--- src/rtl/sort_sequencer.sv ---
// sort_sequencer: debounced colour decision, timed servo gate and saturating accept/reject tallies
module sort_sequencer #(
    parameter int DEBOUNCE_CYCLES = 1_000_000,
    parameter int HOLD_CYCLES     = 50_000_000,
    parameter int SETTLE_CYCLES   = 20_000_000,
    parameter int COUNT_MAX       = 9999
) (
    input  logic        clk,
    input  logic        rst,
    input  logic        red_detected,
    input  logic        green_detected,
    input  logic        blue_detected,
    input  logic [2:0]  SW,
    output logic        gate_on,
    output logic        led_accept,
    output logic        led_reject,
    output logic        busy,
    output logic [13:0] accept_count,
    output logic [13:0] reject_count
);
    typedef enum logic [1:0] {IDLE, QUALIFY, ACTUATE, SETTLE} state_t;

    localparam logic [13:0] CMAX = 14'(COUNT_MAX);

    state_t      state;
    logic [2:0]  v;
    logic [2:0]  ref_v;
    logic [31:0] cnt;
    logic        rej_flag;
    logic        one_hot;
    logic        accept;

    assign v       = {blue_detected, green_detected, red_detected};
    assign one_hot = (ref_v != 3'd0) && ((ref_v & (ref_v - 3'd1)) == 3'd0);
    assign accept  = one_hot && ((ref_v & SW) != 3'd0);

    // Sequencer: cnt is reused as debounce run length, hold timer and settle run length
    always_ff @(posedge clk or negedge rst) begin
        if (!rst) begin
            state        <= IDLE;
            ref_v        <= 3'd0;
            cnt          <= 32'd0;
            rej_flag     <= 1'b0;
            gate_on      <= 1'b0;
            led_accept   <= 1'b0;
            led_reject   <= 1'b0;
            busy         <= 1'b0;
            accept_count <= 14'd0;
            reject_count <= 14'd0;
        end else begin
            case (state)
                IDLE: if (v != 3'd0) begin
                    state <= QUALIFY;
                    ref_v <= v;
                    cnt   <= 32'd1;
                    busy  <= 1'b1;
                end
                QUALIFY: if (v == 3'd0) begin
                    state <= IDLE;
                    busy  <= 1'b0;
                end else if (v != ref_v) begin
                    ref_v <= v;
                    cnt   <= 32'd1;
                end else if (cnt < 32'(DEBOUNCE_CYCLES)) begin
                    cnt <= cnt + 32'd1;
                end else if (accept) begin
                    state        <= ACTUATE;
                    cnt          <= 32'd1;
                    gate_on      <= 1'b1;
                    led_accept   <= 1'b1;
                    accept_count <= (accept_count < CMAX) ? accept_count + 14'd1 : accept_count;
                end else begin
                    state        <= SETTLE;
                    cnt          <= 32'd0;
                    rej_flag     <= 1'b1;
                    led_reject   <= 1'b1;
                    reject_count <= (reject_count < CMAX) ? reject_count + 14'd1 : reject_count;
                end
                ACTUATE: if (cnt == 32'(HOLD_CYCLES)) begin
                    state      <= SETTLE;
                    cnt        <= 32'd0;
                    rej_flag   <= 1'b0;
                    gate_on    <= 1'b0;
                    led_accept <= 1'b0;
                end else begin
                    cnt <= cnt + 32'd1;
                end
                SETTLE: if (v != 3'd0) begin
                    cnt <= 32'd0;
                end else if (cnt + 32'd1 == 32'(SETTLE_CYCLES)) begin
                    state      <= IDLE;
                    cnt        <= 32'd0;
                    busy       <= 1'b0;
                    led_reject <= 1'b0;
                end else begin
                    cnt <= cnt + 32'd1;
                end
                default: state <= IDLE;
            endcase
        end
    end
endmodule

--- config.mk ---
export PLATFORM = sky130hd
export DESIGN_NAME = sort_sequencer
export DESIGN_NICKNAME = d
export VERILOG_FILES = /design/src/rtl/sort_sequencer.sv
export SDC_FILE = /design/constraint.sdc
export NUM_CORES = 1
export LEC_CHECK = 0
export CAP_MARGIN = 5
export CORE_ASPECT_RATIO = 1.5
export CORE_MARGIN = 1
export CORE_UTILIZATION = 55
export CTS_CLUSTER_SIZE = 28
export DETAILED_ROUTE_END_ITERATION = 16
export HOLD_SLACK_MARGIN = 0.15
export PLACE_DENSITY_LB_ADDON = 0.15
export REMOVE_ABC_BUFFERS = 1
export SYNTH_ARGS = -nofsm -noshare
export SYNTH_HDL_FRONTEND = slang
export SYNTH_SLANG_ARGS = --single-unit
--- constraint.sdc ---
create_clock -name clk -period 4 [get_ports clk]
set_clock_uncertainty 0.05 [all_clocks]
set_input_delay 1.2 -clock clk [delete_from_list [all_inputs] [get_ports clk]]
set_output_delay 1.2 -clock clk [all_outputs]
set_load 0.01 [all_outputs]
# After elaboration in Yosys (flattened, before gate mapping)
# Index checks and enable logic that the tools add are counted.
# totals
input_bits	8
output_inout_bits	32
mem_bits_rw	0
elab_cells	98
mem_count	0
rom_bits	0
latchBits	0
ff_bits	68
# op_classes
n_div	0
n_lt_le_gt_ge	3
bitwise_logic	6
muxes	38
n_mul	0
n_reduce_logical	20
n_addsub	4
n_eq_ne	19
shift	0
# op_table
op	n
two-way mux 32 bit	7
case mux 32 bit (4 select lines)	1
adder 32 x 1 -> 32 bit (second input constant)	1
== test 32 x 25 -> 1 bit (second input constant)	1
== test 32 x 26 -> 1 bit (second input constant)	1
less-than comparator 32 x 20 -> 1 bit (second input constant)	1
adder 14 x 1 -> 14 bit (second input constant)	2
less-than comparator 14 bit (second input constant)	2
AND reduction 6 bit	4
inequality test 2 bit (second input constant)	11
two-way mux 1 bit	15
two-way mux 2 bit	7
nonzero test 3 bit	4
two-way mux 3 bit	3
case mux 2 bit (4 select lines)	1
AND reduction 7 bit	1
AND 3 bit	2
logical NOT 3 bit	2
inequality test 3 bit (second input constant)	2
case mux 3 bit (2 select lines)	1
nonzero test 2 bit	3
AND reduction 5 bit	1
== test 2 bit (second input constant)	2
inverter 1 bit	4
other kinds (9)	11

# Depth between registers and ports, before layout
# Gate-level depths: netlist of run 1.
# logic_depth
word_depth	10
ltp_mapped	12
mapped_depth_nobuf	10

# Worst setup path before layout of run 1
# Ideal clock, no wire load.
# synth_timing
path_type	register -> register
start	register cnt[0]
end	register cnt[7]
synth_period_minus_slack_ns	3.022
stages_incl_launch_ff	13
t_arrival_ns	2.837
required_ns	3.815
setup_time_ns	0.135
setup_slack_ns	0.978
path_buffers	3
cell_sequence	dfrtp_1 ha_1 nand2_1 or4_1 buf_2 a221oi_2 o21ai_0 nand4bb_1 o41a_1 buf_4 nor2_4 buf_4 o32ai_1
# synth_between
elab_chain_cells	5
word_cells_on_any_way	11
# synth_rtl
element	line_no	text
from (decl)	28	logic [31:0] cnt;
from (signal assigned)	65	cnt <= cnt + 32'd1;
from (signal assigned)	86	cnt <= cnt + 32'd1;
from (signal assigned)	96	cnt <= cnt + 32'd1;
adder 32 x 1 -> 32 bit / less-than comparator 32 x 20 -> 1 bit (equally long branches)	n/a	
== test 32 x 25 -> 1 bit / two-way mux 32 bit (equally long branches)	90, 64	
two-way mux 32 bit (on tied branches)	90, 61	
two-way mux 32 bit (on tied branches)	88, 58	
case mux 32 bit (4 select lines) *	51	case (state)
# Every way passes the cells marked *; elsewhere a longest branch is shown, timed or not. The select of a mux whose other input is x is not followed.
# A chain may end at the register's enable or synchronous reset.

# Final worst setup path of run 1
# layout_timing
start	register cnt[0]
end	register cnt[4]
# The elaborated chain is that of the path after synthesis.

==> PnR_summary.wiki, run 1 <==
{| class="wikitable"
! Metric !! Value
|-
| Status || finished clean
|-
| Core Area || approximately 7400 µm²
|-
| Type of origin of the critical path || flop
|-
| Transition at the pin with the smallest max-transition slack || between 1 and 1.5 ns
|-
| Peak fanout along the critical path || 14
|-
| Crit path time final || about 3.6 ns
|-
| Predominant post-synthesis flop cell || sky130_fd_sc_hd__dfrtp_1
|-
| Final Hold Vio Count || 0
|-
| Mean cell area of the mapped netlist || roughly 9.0 µm²
|-
| Die footprint || slightly above 8000 µm²
|-
| Sw power || ~370 µW
|-
| Maximum buffer depth of the clock tree || 2
|-
| Biggest cell delay along the critical path || 0.73 ns
|-
| Number of global-route vias before repair || 3679
|-
| CP arrival || ~3.8 ns
|-
| Placed wire-length estimate after detailed placement || approximately 8300 µm
|-
| Fraction of power spent switching nets || roughly a quarter
|-
| CTS buffer count || 9
|-
| Post-CTS sizing || 0
|-
| Share of the cycle needed by the critical path after routing || 91.2%
|-
| Final setup TNS || 0 ns
|-
| Share of power burned in combinational logic || 7.7%
|-
| Total wirelength of the detailed-routed design || between 10000 and 15000 µm
|-
| Total of flip-flops plus latches after synthesis || 68
|-
| Total Nets Final || a little over 500
|-
| Startpoint of the lowest-slack hold path || accept_count[13]
|-
| Initial standard-cell utilization of the core || between 50% and 60%
|-
| Hold Worst Slack || 0.442 ns
|-
| DRT iter0 DRCs || 186
|-
| Yosys Warn Count || 0
|-
| Hold path endpoint || accept_count[13]
|-
| Number of different library cells in the post-synthesis netlist || 60
|-
| Normalized max-slew margin || approximately 17%
|-
| 1st-pass router iterations || 5
|-
| Internal power || between 1000 and 1500 µW
|-
| Highest-delay cell along the critical path || sky130_fd_sc_hd__or4_1
|-
| Die width || ~74 µm
|-
| Critical path, cell by cell || ha_1 > nand2_1 > or4_1 > a221oi_2 > o21ai_0 > nand4bb_1 > o41a_1 > buf_4 > nor2_4 > o32ai_1
|-
| Post-Synthesis Cell Area || 4240 µm²
|-
| Clock insertion delay at the later pin of the skew report || 0.36 ns
|-
| Proportion of synthesized flip-flops having asynchronous set or reset || 100%
|-
| Average wire length per cell after detail routing || between 15 and 20 µm
|-
| Worst reg-to-reg path cell count || 10
|-
| Clock transition at the register clock pins on the worst setup and hold paths after CTS || around 0.070 ns
|-
| Largest net degree at the start of global routing || 37
|-
| Number of hold-repair buffers added at the cts stage || 0
|-
| Most frequent cells in the layout || sky130_fd_sc_hd__dfrtp_1 (68), sky130_fd_sc_hd__nand2_1 (52), sky130_fd_sc_hd__clkdlybuf4s50_1 (38)
|-
| Final setup violation count || 0
|-
| Detail Route Antenna Nets || 0
|-
| Post-CTS Setup Repair Bufs || 0
|-
| Overflow left after global routing || 0
|-
| Endpoint kind of the worst setup timing path || flop
|-
| Clock Tree Root || sky130_fd_sc_hd__clkbuf_8
|-
| Most common cell after layout, fill and taps aside || sky130_fd_sc_hd__dfrtp_1
|-
| Startpoint of the worst-slack reg-to-reg timing path || cnt[0]
|-
| WS Path Type || reg2reg
|-
| Worst supply voltage drop on vdd || between 0.0002 and 0.00025 V
|-
| Clock Sinks || slightly below 70
|-
| Power density relative to cell area || between 300 and 400 nW/µm²
|-
| Layout-stage area growth over the synthesis result || 15.7%
|-
| Chip Height || about 110 µm
|-
| Cell Rows || 38
|-
| TritonCTS clock tree || done
|-
| Worst Hold Depth || 1
|-
| Fraction of final layout cells sized beyond drive strength 1 || approximately 8.7%
|-
| Post-detailed-route via-to-cell ratio || 6.53
|-
| Max Clk Rate || between 200 and 300 MHz
|-
| Standby leakage power || just over 0.002 µW
|-
| Number of synthesized flops with an enable pin || 0
|-
| Placer Congestion || 0.986
|-
| Syn Inst Count || 473
|-
| GRT Overall Usage || 29.7%
|-
| Number of violations of the max-capacitance limit || 0
|-
| Remaining design rule violation count || 0
|-
| Register area share after synthesis || between 40% and 50%
|-
| Fill cells || roughly 620
|-
| Global-route wire length before repair || 17800 µm
|-
| Internal reg-to-reg setup slack || 0.35 ns
|-
| Deepest level of the CTS H-tree || 3
|-
| Initial antenna violation count || 0
|-
| Hold WC Path Type || reg2reg
|-
| Required time of the critical path || between 4 and 5 ns
|-
| Vias after detailed routing || 3972
|-
| Final number of max-transition violations || 0
|-
| Critical register-to-register path endpoint || cnt[4]
|-
| I/O pin total || 40
|-
| Flop pwr share || roughly half
|-
| Power share of the clock group || 44.1%
|-
| # diodes || 0
|-
| Port Buffer Count || 39
|-
| Unrepaired setup endpoints after global routing || false
|}
## metrics by stage
step | setup WS [ns] | std cells | total power, µW | util, % | cell area, µm²
finish | 0.351 | 608 | 1470 | 66.6 | 4910
global route | 0.142 | 608 | 1530 | 66.6 | 4910
CTS | 0.371 | 608 | 1480 | 66.6 | 4910
detailed placement | 0.00860 | 592 | 837 | 63.5 | 4680
global placement | 0.168 | 592 | 835 | 63.5 | 4680
floorplan | 0.609 | 443 | 778 | - | 4090
## per-layer routing
metal / global-route usage, % / part of all wire [%] / vias up
met2: 52.4 / 51 / 203
li1: - / - / 1845
met4: 20.2 / 5.2 / 0
met3: 3.57 / 5.7 / 46
met1: 32.6 / 38 / 1878
met5: 0 / 0 / -
## cell type report
type | count | area [µm²] | share of cell area, %
Inverter | 13 | 48.8 | 0.995
Sequential cell | 68 | 1700 | 34.7
Tap cell | 100 | 125 | 2.55
Multi-Input combinational cell | 362 | 2350 | 47.8
Timing Repair Buffer | 49 | 460 | 9.39
Clock inverter | 6 | 86.3 | 1.76
Clock buffer | 10 | 138 | 2.81
## flip-flops by register name, indices dropped and copies added (netlist names), named ones only
signal,flops
cnt,32
accept_count,14
reject_count,14
ref_v,3
busy,1
led_accept,1
led_reject,1
state,1
## cells in the mapped netlist (4+ instances only)
library cell | n | area [µm²]
sky130_fd_sc_hd__xnor2_1 | 18 | 158
sky130_fd_sc_hd__o221ai_1 | 5 | 43.8
sky130_fd_sc_hd__o22ai_1 | 5 | 31.3
sky130_fd_sc_hd__nand2_1 | 52 | 195
sky130_fd_sc_hd__mux2i_1 | 5 | 50.1
sky130_fd_sc_hd__a31oi_1 | 5 | 31.3
sky130_fd_sc_hd__mux2_2 | 4 | 45.0
sky130_fd_sc_hd__and4_1 | 6 | 52.6
sky130_fd_sc_hd__o32ai_1 | 6 | 52.6
sky130_fd_sc_hd__nor3_1 | 13 | 65.1
sky130_fd_sc_hd__o41ai_1 | 4 | 35.0
sky130_fd_sc_hd__nand3_1 | 21 | 105
sky130_fd_sc_hd__xor2_1 | 16 | 140
sky130_fd_sc_hd__buf_4 | 5 | 37.5
sky130_fd_sc_hd__o31a_1 | 4 | 35.0
sky130_fd_sc_hd__a21oi_1 | 18 | 90.1
sky130_fd_sc_hd__nand2b_1 | 5 | 31.3
sky130_fd_sc_hd__or3_1 | 9 | 56.3
sky130_fd_sc_hd__or4_1 | 6 | 45.0
sky130_fd_sc_hd__and2_1 | 4 | 25.0
sky130_fd_sc_hd__o21ai_1 | 9 | 45.0
sky130_fd_sc_hd__nand4_1 | 14 | 87.6
sky130_fd_sc_hd__buf_2 | 10 | 50.1
sky130_fd_sc_hd__nor2_1 | 20 | 75.1
sky130_fd_sc_hd__o211ai_1 | 5 | 37.5
sky130_fd_sc_hd__ha_1 | 4 | 50.1
sky130_fd_sc_hd__nor4_1 | 18 | 113
sky130_fd_sc_hd__o21a_1 | 5 | 37.5
sky130_fd_sc_hd__clkbuf_1 | 14 | 52.6
sky130_fd_sc_hd__and3_1 | 12 | 75.1
sky130_fd_sc_hd__o21ai_0 | 19 | 95.1
sky130_fd_sc_hd__inv_1 | 13 | 48.8
sky130_fd_sc_hd__or2_2 | 5 | 31.3
sky130_fd_sc_hd__o31ai_1 | 11 | 82.6
sky130_fd_sc_hd__dfrtp_1 | 68 | 1700
## power groups by stage
stage / registers [µW] / clock network (µW) / logic (µW)
final: 709 / 649 / 114
after global routing: 711 / 693 / 126
after CTS: 709 / 658 / 115
after detailed placement: 722 / 0 / 114
after global placement: 722 / 0 / 113
after floorplan: 721 / 0 / 57.7
## worst max-delay path: cells and delay by family (launching register included)
family	cells	cell delay, ns
compound gates	4	1.05
fa+ha+maj	1	0.26
buf+inv	1	0.25
flops	1	0.47
simple gates	4	1.42
## cell families (layout without fill, tap and decap cells)
family | Yosys count | in the layout | synth area share (%)
and+or+nand+nor | 197 | 197 | 25.5
AOI/OAI and AO/OA | 118 | 118 | 19.2
DFF | 68 | 68 | 40.1
buffers and inverters | 43 | 78 | 4.72
xor gates and xnor gates | 34 | 34 | 7.02
muxes | 9 | 9 | 2.24
adders and majority gates | 4 | 4 | 1.18
## worst max path at each step
stage / startpoint / cells after the start / endpoint / slack [ns]
after floorplan: green_detected / 6 / cnt[18] / 0.61
after global placement: red_detected / 8 / cnt[22] / 0.17
after detailed placement: green_detected / 8 / cnt[22] / 0.009
after CTS: green_detected / 8 / cnt[22] / 0.37
after global routing: green_detected / 9 / accept_count[11] / 0.14
final: cnt[0] / 10 / cnt[4] / 0.35
(Power assumes the default switching activity.)
==> run 2: changes to the inputs <==
--- a/config.mk
+++ b/config.mk
@@ -12,6 +12,7 @@
 export CTS_CLUSTER_SIZE = 28
 export DETAILED_ROUTE_END_ITERATION = 16
 export HOLD_SLACK_MARGIN = 0.15
+export MAX_ROUTING_LAYER = met4
 export PLACE_DENSITY_LB_ADDON = 0.15
 export REMOVE_ABC_BUFFERS = 1
 export SYNTH_ARGS = -nofsm -noshare
==> run 2 against run 1 <==
Register-to-register slack better by 0.02 ns. Core utilization hardly changed. Worst setup slack worse by 0.025 ns. Total power is 0.45% lower. Worst hold slack hardly changed. Critical path type is now in2reg. Critical endpoint is now cnt[30]. Largest cell class unchanged. Largest power group unchanged.
==> PnR_summary.wiki, run 2 (synthesis gave the netlist of run 1 again) <==
{| class="wikitable"
! Metric !! Value
|-
| Detail Route Antenna Nets || 0 (unchanged)
|-
| Remaining design rule violation count || 0 (unchanged)
|-
| Power density relative to cell area || 299 nW/µm² (was 300 nW/µm²)
|-
| Die footprint || 8070 µm² (unchanged)
|-
| Unrepaired setup endpoints after global routing || false (unchanged)
|-
| Share of power burned in combinational logic || 7.9% (was 7.7%)
|-
| Worst Hold Depth || 1 (unchanged)
|-
| Internal reg-to-reg setup slack || 0.37 ns (was 0.35 ns)
|-
| Die width || 73.7 µm (unchanged)
|-
| WS Path Type || in2reg (was reg2reg)
|-
| Average wire length per cell after detail routing || 19.2 µm (was 18.5 µm)
|-
| Register name with the most flops || cnt (unchanged)
|-
| Type of origin of the critical path || input pin (was flop)
|-
| Normalized max-slew margin || 32.2% (was 17.1%)
|-
| Power share of the clock group || 43.7% (was 44.1%)
|-
| Post-detailed-route via-to-cell ratio || 6.54 (was 6.53)
|-
| Initial antenna violation count || 0 (unchanged)
|-
| Final Instance Area || 4900 µm² (was 4910 µm²)
|-
| Sw power || 376 µW (was 367 µW)
|-
| I/O pin total || 40 (unchanged)
|-
| Flop pwr share || 48.4% (was 48.2%)
|-
| Worst supply voltage drop on vdd || 0.000203 V (was 0.000204 V)
|-
| Post-DP Area || 4680 µm² (about the same)
|-
| 1st-pass router iterations || 5 (unchanged)
|-
| Final Hold Vio Count || 0 (unchanged)
|-
| Max Clk Rate || 272 MHz (was 274 MHz)
|-
| Share of the cycle needed by the critical path after routing || 91.9% (was 91.2%)
|-
| Critical register-to-register path endpoint || cnt[2] (was cnt[4])
|-
| Global-route wire length before repair || 18600 µm (was 17800 µm)
|-
| Largest net degree at the start of global routing || 47 (was 37)
|-
| Total wirelength of the detailed-routed design || 11700 µm (was 11300 µm)
|-
| Fraction of final layout cells sized beyond drive strength 1 || 8.30% (was 8.66%)
|-
| Standby leakage power || 0.00200 µW (was 0.00202 µW)
|-
| Layout-stage area growth over the synthesis result || 15.6% (was 15.7%)
|-
| # diodes || 0 (unchanged)
|-
| CP arrival || 3.87 ns (was 3.81 ns)
|-
| Post-CTS sizing || 0 (unchanged)
|-
| Max FFs per register || 32 (unchanged)
|-
| Endpoint kind of the worst setup timing path || flop (unchanged)
|-
| Crit path time final || 3.67 ns (was 3.65 ns)
|-
| Maximum buffer depth of the clock tree || 2 (unchanged)
|-
| Initial standard-cell utilization of the core || 57.6% (unchanged)
|-
| Most frequent cells in the layout || sky130_fd_sc_hd__dfrtp_1 (68), sky130_fd_sc_hd__nand2_1 (52), sky130_fd_sc_hd__clkdlybuf4s50_1 (38) (unchanged)
|-
| Fraction of power spent switching nets || 25.6% (was 24.9%)
|-
| CP Capture Point || cnt[30] (was cnt[4])
|-
| Startpoint of the worst-slack reg-to-reg timing path || cnt[0] (unchanged)
|-
| DRT iter0 DRCs || 219 (was 186)
|-
| Combined area of the multi-input logic cells || 2350 µm² (unchanged)
|-
| Required time of the critical path || 4.20 ns (was 4.16 ns)
|-
| Biggest regs || cnt (32), accept_count (14), reject_count (14) (unchanged)
|-
| Worst reg-to-reg path cell count || 10 (unchanged)
|-
| Total Nets Final || 513 (was 515)
|-
| Post-CTS Setup Repair Bufs || 0 (unchanged)
|-
| Final number of max-transition violations || 0 (unchanged)
|-
| CTS buffer count || 9 (unchanged)
|-
| Internal power || 1090 µW (was 1110 µW)
|-
| Port Buffer Count || 39 (unchanged)
|-
| Number of violations of the max-capacitance limit || 0 (unchanged)
|-
| Placed wire-length estimate after detailed placement || 8490 µm (was 8330 µm)
|-
| Critical Path Start || red_detected (was cnt[0])
|-
| GRT Overall Usage || 31.6% (was 29.7%)
|-
| Final setup TNS || 0 ns (unchanged)
|-
| Core Area || 7370 µm² (unchanged)
|-
| Peak fanout along the critical path || 15 (was 14)
|-
| Clock Sinks || 68 (unchanged)
|-
| Hold WC Path Type || reg2reg (unchanged)
|-
| Overflow left after global routing || 0 (unchanged)
|-
| Number of global-route vias before repair || 3812 (was 3679)
|-
| Final setup violation count || 0 (unchanged)
|-
| Chip Height || 110 µm (unchanged)
|-
| Most common cell after layout, fill and taps aside || sky130_fd_sc_hd__dfrtp_1 (unchanged)
|-
| Area occupied by registers || 1700 µm² (unchanged)
|-
| Number of hold-repair buffers added at the cts stage || 0 (unchanged)
|-
| Startpoint of the lowest-slack hold path || reject_count[10] (was accept_count[13])
|-
| Cell Rows || 38 (unchanged)
|-
| Deepest level of the CTS H-tree || 3 (unchanged)
|-
| Clock transition at the register clock pins on the worst setup and hold paths after CTS || 0.08 ns (was 0.07 ns)
|-
| Status || finished clean (unchanged)
|-
| Placer Congestion || 0.996 (was 0.986)
|-
| Fill cells || 615 (was 619)
|-
| Clock Tree Root || sky130_fd_sc_hd__clkbuf_8 (unchanged)
|-
| Transition at the pin with the smallest max-transition slack || 1.01 ns (was 1.24 ns)
|-
| TritonCTS clock tree || done (unchanged)
|-
| Vias after detailed routing || 3962 (was 3972)
|-
| Clock insertion delay at the later pin of the skew report || 0.36 ns (about the same)
|}
-- run 2: cell types whose count changed in the layout (fill, tap and decap cells not counted), sizes merged --
cell	delta
clkbuf	-1
clkinvlp	+2
buf	-2
clkinv	-1
-- run 2: final cells by class --
| class | count | area share, % |
|---|---|---|
| Clock buffer | 9 | 2.53 |
| Tap cell | 100 | 2.55 |
| Sequential cell | 68 | 34.7 |
| Inverter | 13 | 0.995 |
| Multi-Input combinational cell | 362 | 47.8 |
| Clock inverter | 7 | 2.04 |
| Timing Repair Buffer | 47 | 9.34 |
-- run 2: routing by layer --
layer / track usage, % / share of wire [%] / wire (µm) / vias up
met1: 33.0 / 38 / 4460 / 1928
met5: - / 0 / 0 / -
met4: 20.5 / 5.7 / 663 / 0
met3: 4.67 / 4.5 / 519 / 46
li1: - / - / - / 1841
met2: 54.7 / 52 / 6020 / 147
-- run 2: metrics by stage --
step	hold slack (ns)	std cells	setup WS (ns)	power, µW	utilization (%)
global route	0.450	606	0.136	1520	66.5
global placement	0.424	590	0.202	835	63.5
CTS	0.442	606	0.381	1480	66.5
floorplan	0.439	443	0.609	778	-
finish	0.441	606	0.325	1470	66.5
detailed placement	0.432	590	0.0101	838	63.5
-- run 2: worst min-delay path by stage --
| stage | end | slack (ns) |
|---|---|---|
| global placement | reject_count[10] | 0.42 |
| detailed placement | reject_count[10] | 0.43 |
| CTS | reject_count[10] | 0.44 |
| finish | reject_count[10] | 0.44 |
| floorplan | busy | 0.44 |
| global route | reject_count[10] | 0.45 |
-- run 2: worst max-delay path, stage by stage --
cell and delay [ns]:
sky130_fd_sc_hd__clkdlybuf4s50_1 0.51, sky130_fd_sc_hd__xnor2_1 0.26, sky130_fd_sc_hd__nand4_1 0.22, sky130_fd_sc_hd__nand2b_1 0.27, sky130_fd_sc_hd__nor2_1 0.79, sky130_fd_sc_hd__nor2_4 0.24, sky130_fd_sc_hd__o41ai_1 0.38
-- run 2: power groups by stage --
| stage | registers [µW] | logic (µW) | clock network, µW |
|---|---|---|---|
| after global routing | 712 | 127 | 679 |
| after floorplan | 721 | 57.7 | 0 |
| after CTS | 709 | 116 | 652 |
| final | 710 | 116 | 641 |
| after detailed placement | 723 | 115 | 0 |
| after global placement | 722 | 113 | 0 |
